**src/rtl/mem_arb_pkg.sv**
```systemverilog
`default_nettype none
// ============================================================================
// Module   : mem_arb_pkg
// Purpose  : Shared types and constants for the unified-memory arbiter.
//            State encoding, requester port indices and default widths.
// Revision : 1.0 - initial release
// ============================================================================
package mem_arb_pkg;

    typedef enum logic [1:0] {
        IDLE   = 2'd0,
        ACCESS = 2'd1,
        RESP   = 2'd2
    } state_t;

    // Requester port indices; also the bit positions in the grant vector.
    localparam logic PORT_IF = 1'b0;
    localparam logic PORT_LS = 1'b1;

    localparam int DEF_ADDR_W    = 16;
    localparam int DEF_DATA_W    = 16;
    localparam int DEF_MEM_DEPTH = 16;
    localparam int DEF_RD_LAT    = 1;

endpackage : mem_arb_pkg
`default_nettype wire

```
**src/rtl/mem_arbiter_rr_arb2.sv**
```systemverilog
`default_nettype none
// ============================================================================
// Module   : rr_arb2
// Purpose  : Combinational two-way round-robin picker. A lone request wins
//            outright; on a tie the port that did not win last time wins.
// Ports    : i_req[1:0]    request per port (bit index = port index)
//            i_last_grant  port index of the previous winner
//            o_grant[1:0]  one-hot grant
//            o_valid       at least one request present
// Revision : 1.0 - initial release
// ============================================================================
module rr_arb2
    import mem_arb_pkg::*;
(
    input  logic [1:0] i_req,
    input  logic       i_last_grant,
    output logic [1:0] o_grant,
    output logic       o_valid
);

    always_comb begin
        o_grant = 2'b00;
        case (i_req)
            2'b01:   o_grant = 2'b01;
            2'b10:   o_grant = 2'b10;
            2'b11:   o_grant = (i_last_grant == PORT_LS) ? 2'b01 : 2'b10;
            default: o_grant = 2'b00;
        endcase
    end

    assign o_valid = |i_req;

endmodule : rr_arb2
`default_nettype wire

```
**src/rtl/mem_arbiter.sv**
```systemverilog
`default_nettype none
// ============================================================================
// Module   : mem_arbiter
// Purpose  : Arbitrates the instruction-fetch (IF, read-only) and load/store
//            (LS, read/write) ports onto the shared unified memory, sequences
//            the MemRead/MemWrite strobes and returns data with a 1-cycle ack.
// Ports    : CLK, reset (sync, active-high)
//            if_req/if_addr -> if_ack/if_rdata
//            ls_req/ls_we/ls_addr/ls_wdata -> ls_ack/ls_rdata
//            err (with ack, out-of-range access), busy (not IDLE)
//            MemRead/MemWrite/ADDR/Data_in -> memory, Data_out <- memory
// Revision : 1.0 - initial release
// ============================================================================
module mem_arbiter
    import mem_arb_pkg::*;
#(
    parameter int ADDR_W    = DEF_ADDR_W,
    parameter int DATA_W    = DEF_DATA_W,
    parameter int MEM_DEPTH = DEF_MEM_DEPTH,
    parameter int RD_LAT    = DEF_RD_LAT
)(
    input  logic              CLK,
    input  logic              reset,
    input  logic              if_req,
    input  logic [ADDR_W-1:0] if_addr,
    output logic              if_ack,
    output logic [DATA_W-1:0] if_rdata,
    input  logic              ls_req,
    input  logic              ls_we,
    input  logic [ADDR_W-1:0] ls_addr,
    input  logic [DATA_W-1:0] ls_wdata,
    output logic              ls_ack,
    output logic [DATA_W-1:0] ls_rdata,
    output logic              err,
    output logic              busy,
    output logic              MemRead,
    output logic              MemWrite,
    output logic [ADDR_W-1:0] ADDR,
    output logic [DATA_W-1:0] Data_in,
    input  logic [DATA_W-1:0] Data_out
);

    // Read strobe down-counter reload: counts RD_LAT cycles ending at zero.
    localparam logic [2:0]        c_RD_LOAD = 3'(RD_LAT - 1);
    localparam logic [ADDR_W-1:0] c_DEPTH   = ADDR_W'(MEM_DEPTH);

    state_t            r_state;
    state_t            w_next;
    logic              r_owner;
    logic              r_last_grant;
    logic              r_we;
    logic              r_oor;
    logic [2:0]        r_cnt;
    logic [ADDR_W-1:0] r_addr;
    logic [DATA_W-1:0] r_wdata;
    logic [DATA_W-1:0] r_if_rdata;
    logic [DATA_W-1:0] r_ls_rdata;

    logic [1:0]        w_grant;
    logic              w_valid;
    logic              w_sel;
    logic [ADDR_W-1:0] w_sel_addr;
    logic              w_sel_oor;

    rr_arb2 u_rr_arb2 (
        .i_req        ({ls_req, if_req}),
        .i_last_grant (r_last_grant),
        .o_grant      (w_grant),
        .o_valid      (w_valid)
    );

    assign w_sel      = w_grant[PORT_LS];
    assign w_sel_addr = (w_sel == PORT_LS) ? ls_addr : if_addr;
    assign w_sel_oor  = (w_sel_addr >= c_DEPTH);

    // State register
    always_ff @(posedge CLK) begin
        if (reset) begin
            r_state <= IDLE;
        end else begin
            r_state <= w_next;
        end
    end

    // Next state and state-decoded outputs
    always_comb begin
        w_next   = r_state;
        busy     = 1'b0;
        MemRead  = 1'b0;
        MemWrite = 1'b0;
        if_ack   = 1'b0;
        ls_ack   = 1'b0;
        err      = 1'b0;
        case (r_state)
            IDLE: begin
                // Out-of-range accesses skip the memory entirely.
                if (w_valid) begin
                    w_next = w_sel_oor ? RESP : ACCESS;
                end
            end
            ACCESS: begin
                busy     = 1'b1;
                MemRead  = ~r_we;
                MemWrite = r_we;
                if (r_we || (r_cnt == 3'd0)) begin
                    w_next = RESP;
                end
            end
            RESP: begin
                busy   = 1'b1;
                if_ack = (r_owner == PORT_IF);
                ls_ack = (r_owner == PORT_LS);
                err    = r_oor;
                w_next = IDLE;
            end
            default: w_next = IDLE;
        endcase
    end

    // Request latch and read-data capture
    always_ff @(posedge CLK) begin
        if (reset) begin
            r_owner      <= PORT_IF;
            r_last_grant <= PORT_LS;
            r_we         <= 1'b0;
            r_oor        <= 1'b0;
            r_cnt        <= 3'd0;
            r_addr       <= '0;
            r_wdata      <= '0;
            r_if_rdata   <= '0;
            r_ls_rdata   <= '0;
        end else begin
            case (r_state)
                IDLE: begin
                    if (w_valid) begin
                        r_owner      <= w_sel;
                        r_last_grant <= w_sel;
                        r_addr       <= w_sel_addr;
                        r_we         <= (w_sel == PORT_LS) ? ls_we : 1'b0;
                        r_wdata      <= (w_sel == PORT_LS) ? ls_wdata : '0;
                        r_cnt        <= c_RD_LOAD;
                        r_oor        <= w_sel_oor;
                        // Out-of-range reads return zero alongside the ack.
                        if (w_sel_oor) begin
                            if (w_sel == PORT_IF) r_if_rdata <= '0;
                            else                  r_ls_rdata <= '0;
                        end
                    end
                end
                ACCESS: begin
                    if (r_we) begin
                        r_ls_rdata <= '0;
                    end else if (r_cnt == 3'd0) begin
                        if (r_owner == PORT_IF) r_if_rdata <= Data_out;
                        else                    r_ls_rdata <= Data_out;
                    end else begin
                        r_cnt <= r_cnt - 3'd1;
                    end
                end
                default: ;
            endcase
        end
    end

    assign ADDR     = r_addr;
    assign Data_in  = r_wdata;
    assign if_rdata = r_if_rdata;
    assign ls_rdata = r_ls_rdata;

endmodule : mem_arbiter
`default_nettype wire

```
**config.mk**
```make
export PLATFORM = sky130hd
export DESIGN_NAME = mem_arbiter
export DESIGN_NICKNAME = d
export VERILOG_FILES = /design/src/rtl/mem_arb_pkg.sv /design/src/rtl/mem_arbiter_rr_arb2.sv /design/src/rtl/mem_arbiter.sv
export SDC_FILE = /design/constraint.sdc
export NUM_CORES = 1
export LEC_CHECK = 0
export BUFFER_PORTS_ARGS = -buffer_cell sky130_fd_sc_hd__buf_2
export CELL_PAD_IN_SITES_DETAIL_PLACEMENT = 1
export CELL_PAD_IN_SITES_GLOBAL_PLACEMENT = 1
export CORE_ASPECT_RATIO = 2
export CORE_UTILIZATION = 36
export DETAILED_ROUTE_END_ITERATION = 6
export GPL_TIMING_DRIVEN = 0
export PLACE_DENSITY_LB_ADDON = 0.1
export SLEW_MARGIN = 20
export SYNTH_ARGS = -nofsm -noshare
export SYNTH_HDL_FRONTEND = slang
export SYNTH_SLANG_ARGS = --single-unit
```
**constraint.sdc**
```tcl
create_clock -name CLK -period 3.34 [get_ports CLK]
set_input_delay 0.668 -clock CLK [delete_from_list [all_inputs] [get_ports CLK]]
set_output_delay 0.668 -clock CLK [all_outputs]
set_load 0.005 [all_outputs]
```
==> metrics.cfg <==
[sta]
fin_crit_sh_pct=69.0
hold_violations=0
min_period_ps=2300
fin_hold_ws_ps=452
setup_viol=0
tns_ps=0
drv_slew=0
rsz0062_at_grt=no
max_freq_ghz=0.434
tightest_slew_ps=539
relSlewSlack_pct=64.1
fin_skew_ps=6.71

[clock_network]
hold_buffers=0
clkLatencyLatePin_ps=340
cts.path.max_buffers=2
root_buffer=clkbuf_16
cts_max_level=3
cts_buffers=9
ctsResizeCount=0
cts_setup_buffers=0
clock_sink_count=73
clk_pin_slew_worst_paths_ps=60
tritoncts=yes

[synthesis]
synth_seq_cells=73
synth_cells=335
avgSynthCellArea_um2=8.98
synth-edff-count=0
synth_nets=409
synthArstFlopShare_pct=0
synth_area_um2=3010
yosysWarnings=0
seq_area_frac_synth_pct=48.6
synth.distinct_cells=40
synthFlopType=dfxtp_1

[place]
port_buffers=138
placed_cells=569
hpwl_um=7430
gp_congestion=0.795

[route]
drt_iter0_markers=94
num_vias=3085
routed_via_density=5.27
route.detailed.drc=0
m1WireLength_um=3470
dr_wl_met3_um=496
wl_met2_um=5360
wire_per_inst_um=16.3
drtPass1Iterations=6
drtAntennaViolNets=0
route.top_layer_used=met4
drt_wl_total_um=9560

[finish]
layout_common_cells=142 x buf_2, 73 x dfxtp_1, 43 x nand2_1
final_common_cell=buf_2
n_antenna_cell=0
drive_gt1_share_pct=35.4
fin_nets=558
fillers=1012
final_util_pct=51.6
stdcell_count=585
area_delta_synth_final_pct=37.3

[global_routing]
grt_pass1_wl_um=15500
grt_max_degree=13
antenna_found_initial=0
overflow=0
grt_pass1_vias=3265
track_usage_pct=23.5

[min_path]
hold_class=reg2reg

[setup_path]
crit_chain=inv_1 > ha_1 > buf_6 > nor3b_2 > nor3_2 > nand3_1 > clkbuf_1 > o21ai_1 > a21oi_1
worstPathRequired_ps=3540
slowest_delay_ps=330
cp-start-kind=register
worst_path_max_delay_cell=dfxtp_1
cp-end-kind=register
worst-setup-path-type=reg2reg
worstPathMaxFanout=10
crit_arrival_ps=2500

[floorplanning]
num_io_pins=139
fp.dieW_um=66.6
core_area_um2=8000
start_util_pct=37.6
die_h_um=131
core.rowCount=46
die_area_um2=8740

[pwr]
p_leak_nw=1.89
peakVddDrop_mv=0.319
p_per_area_nw_per_um2=545

[run_status]
outcome=complete, no violations

[job]
cap_violations=0

[routing by layer]
| metal | GRT usage [%] | up-vias |
|---|---|---|
| met1 | 22.0 | 1448 |
| met2 | 43.2 | 103 |
| met4 | 12.6 | 0 |
| li1 | - | 1518 |
| met5 | 0 | - |
| met3 | 6.42 | 16 |
[state kept, by name, indices dropped and copies added (netlist names)]
name	cells
ADDR	16
Data_in	16
if_rdata	16
ls_rdata	16
r_cnt	3
r_last_grant	1
r_oor	1
r_owner	1
r_state	2
r_we	1
[kinds of logic after synthesis]
kind of cell	synth area share, %
AO/OA/AOI/OAI	24.5
XOR/XNOR	0.291
adder cells (fa/ha/maj)	2.08
buffers and inverters	5.28
flip-flops	48.6
AND/OR/NAND/NOR	19.3
[cells in the mapped netlist, types with 2 or more instances]
cell / instances / area share [%]
a22o_1: 16 / 4.7
buf_2: 4 / 0.67
buf_6: 3 / 1.1
buf_1: 3 / 0.37
nand2_1: 43 / 5.4
inv_1: 4 / 0.50
nor2b_1: 3 / 0.62
a22oi_1: 17 / 4.2
nor2_1: 39 / 4.9
o21ai_1: 10 / 1.7
ha_1: 5 / 2.1
nand4_1: 17 / 3.5
o21ai_0: 8 / 1.3
and4_4: 2 / 0.75
clkbuf_1: 13 / 1.6
a21oi_1: 22 / 3.7
nand3_1: 2 / 0.33
dfxtp_1: 73 / 49
and2_1: 4 / 0.83
buf_4: 4 / 1.0
nor3_1: 2 / 0.33
nor4_1: 6 / 1.2
nand2b_1: 2 / 0.42
a311oi_1: 17 / 5.0
[worst paths after layout]
check	end	startpoint	cells past startpoint	slack [ps]
worst max-delay path	if_rdata[6]	r_state[0]	9	1040
worst min-delay path	r_oor	r_oor	2	450
worst max register to register	if_rdata[6]	r_state[0]	9	1040
worst min register to register	r_oor	r_oor	2	450
[critical path: cells and delay by family (launching register included)]
kind	cells	cell delay, ps
AOI/OAI and AO/OA	2	270
and+or+nand+nor	3	820
adders and majority gates	1	210
buffers and inverters	3	540
DFF	1	330
[stage by stage]
step	setup slack [ps]	area, um^2	total power [mW]
2_1_floorplan	1400	3010	1.11
6_report	1040	4130	2.25
4_1_cts	1000	4130	2.28
5_1_grt	884	4130	2.35
3_3_place_gp	980	3820	1.25
3_5_place_dp	950	3820	1.25
[area by class of cell]
type	count	area (um^2)	area share, %
plain buffers	27	144	3.48
clock buffers	10	229	5.55
clock inverters	6	82.6	2.00
inverters	4	15.0	0.364
multi-input cells	231	1390	33.6
flip-flops and latches	73	1460	35.4
well taps	96	120	2.91
repair buffers	138	691	16.7
[power breakdown]
part	internal, mW	switching, mW
Sequential	0.911	0.0219
Clock	0.650	0.366
Combinational	0.123	0.178
Total	1.68	0.566
Note: power is estimated with default switching activity, not from simulation.
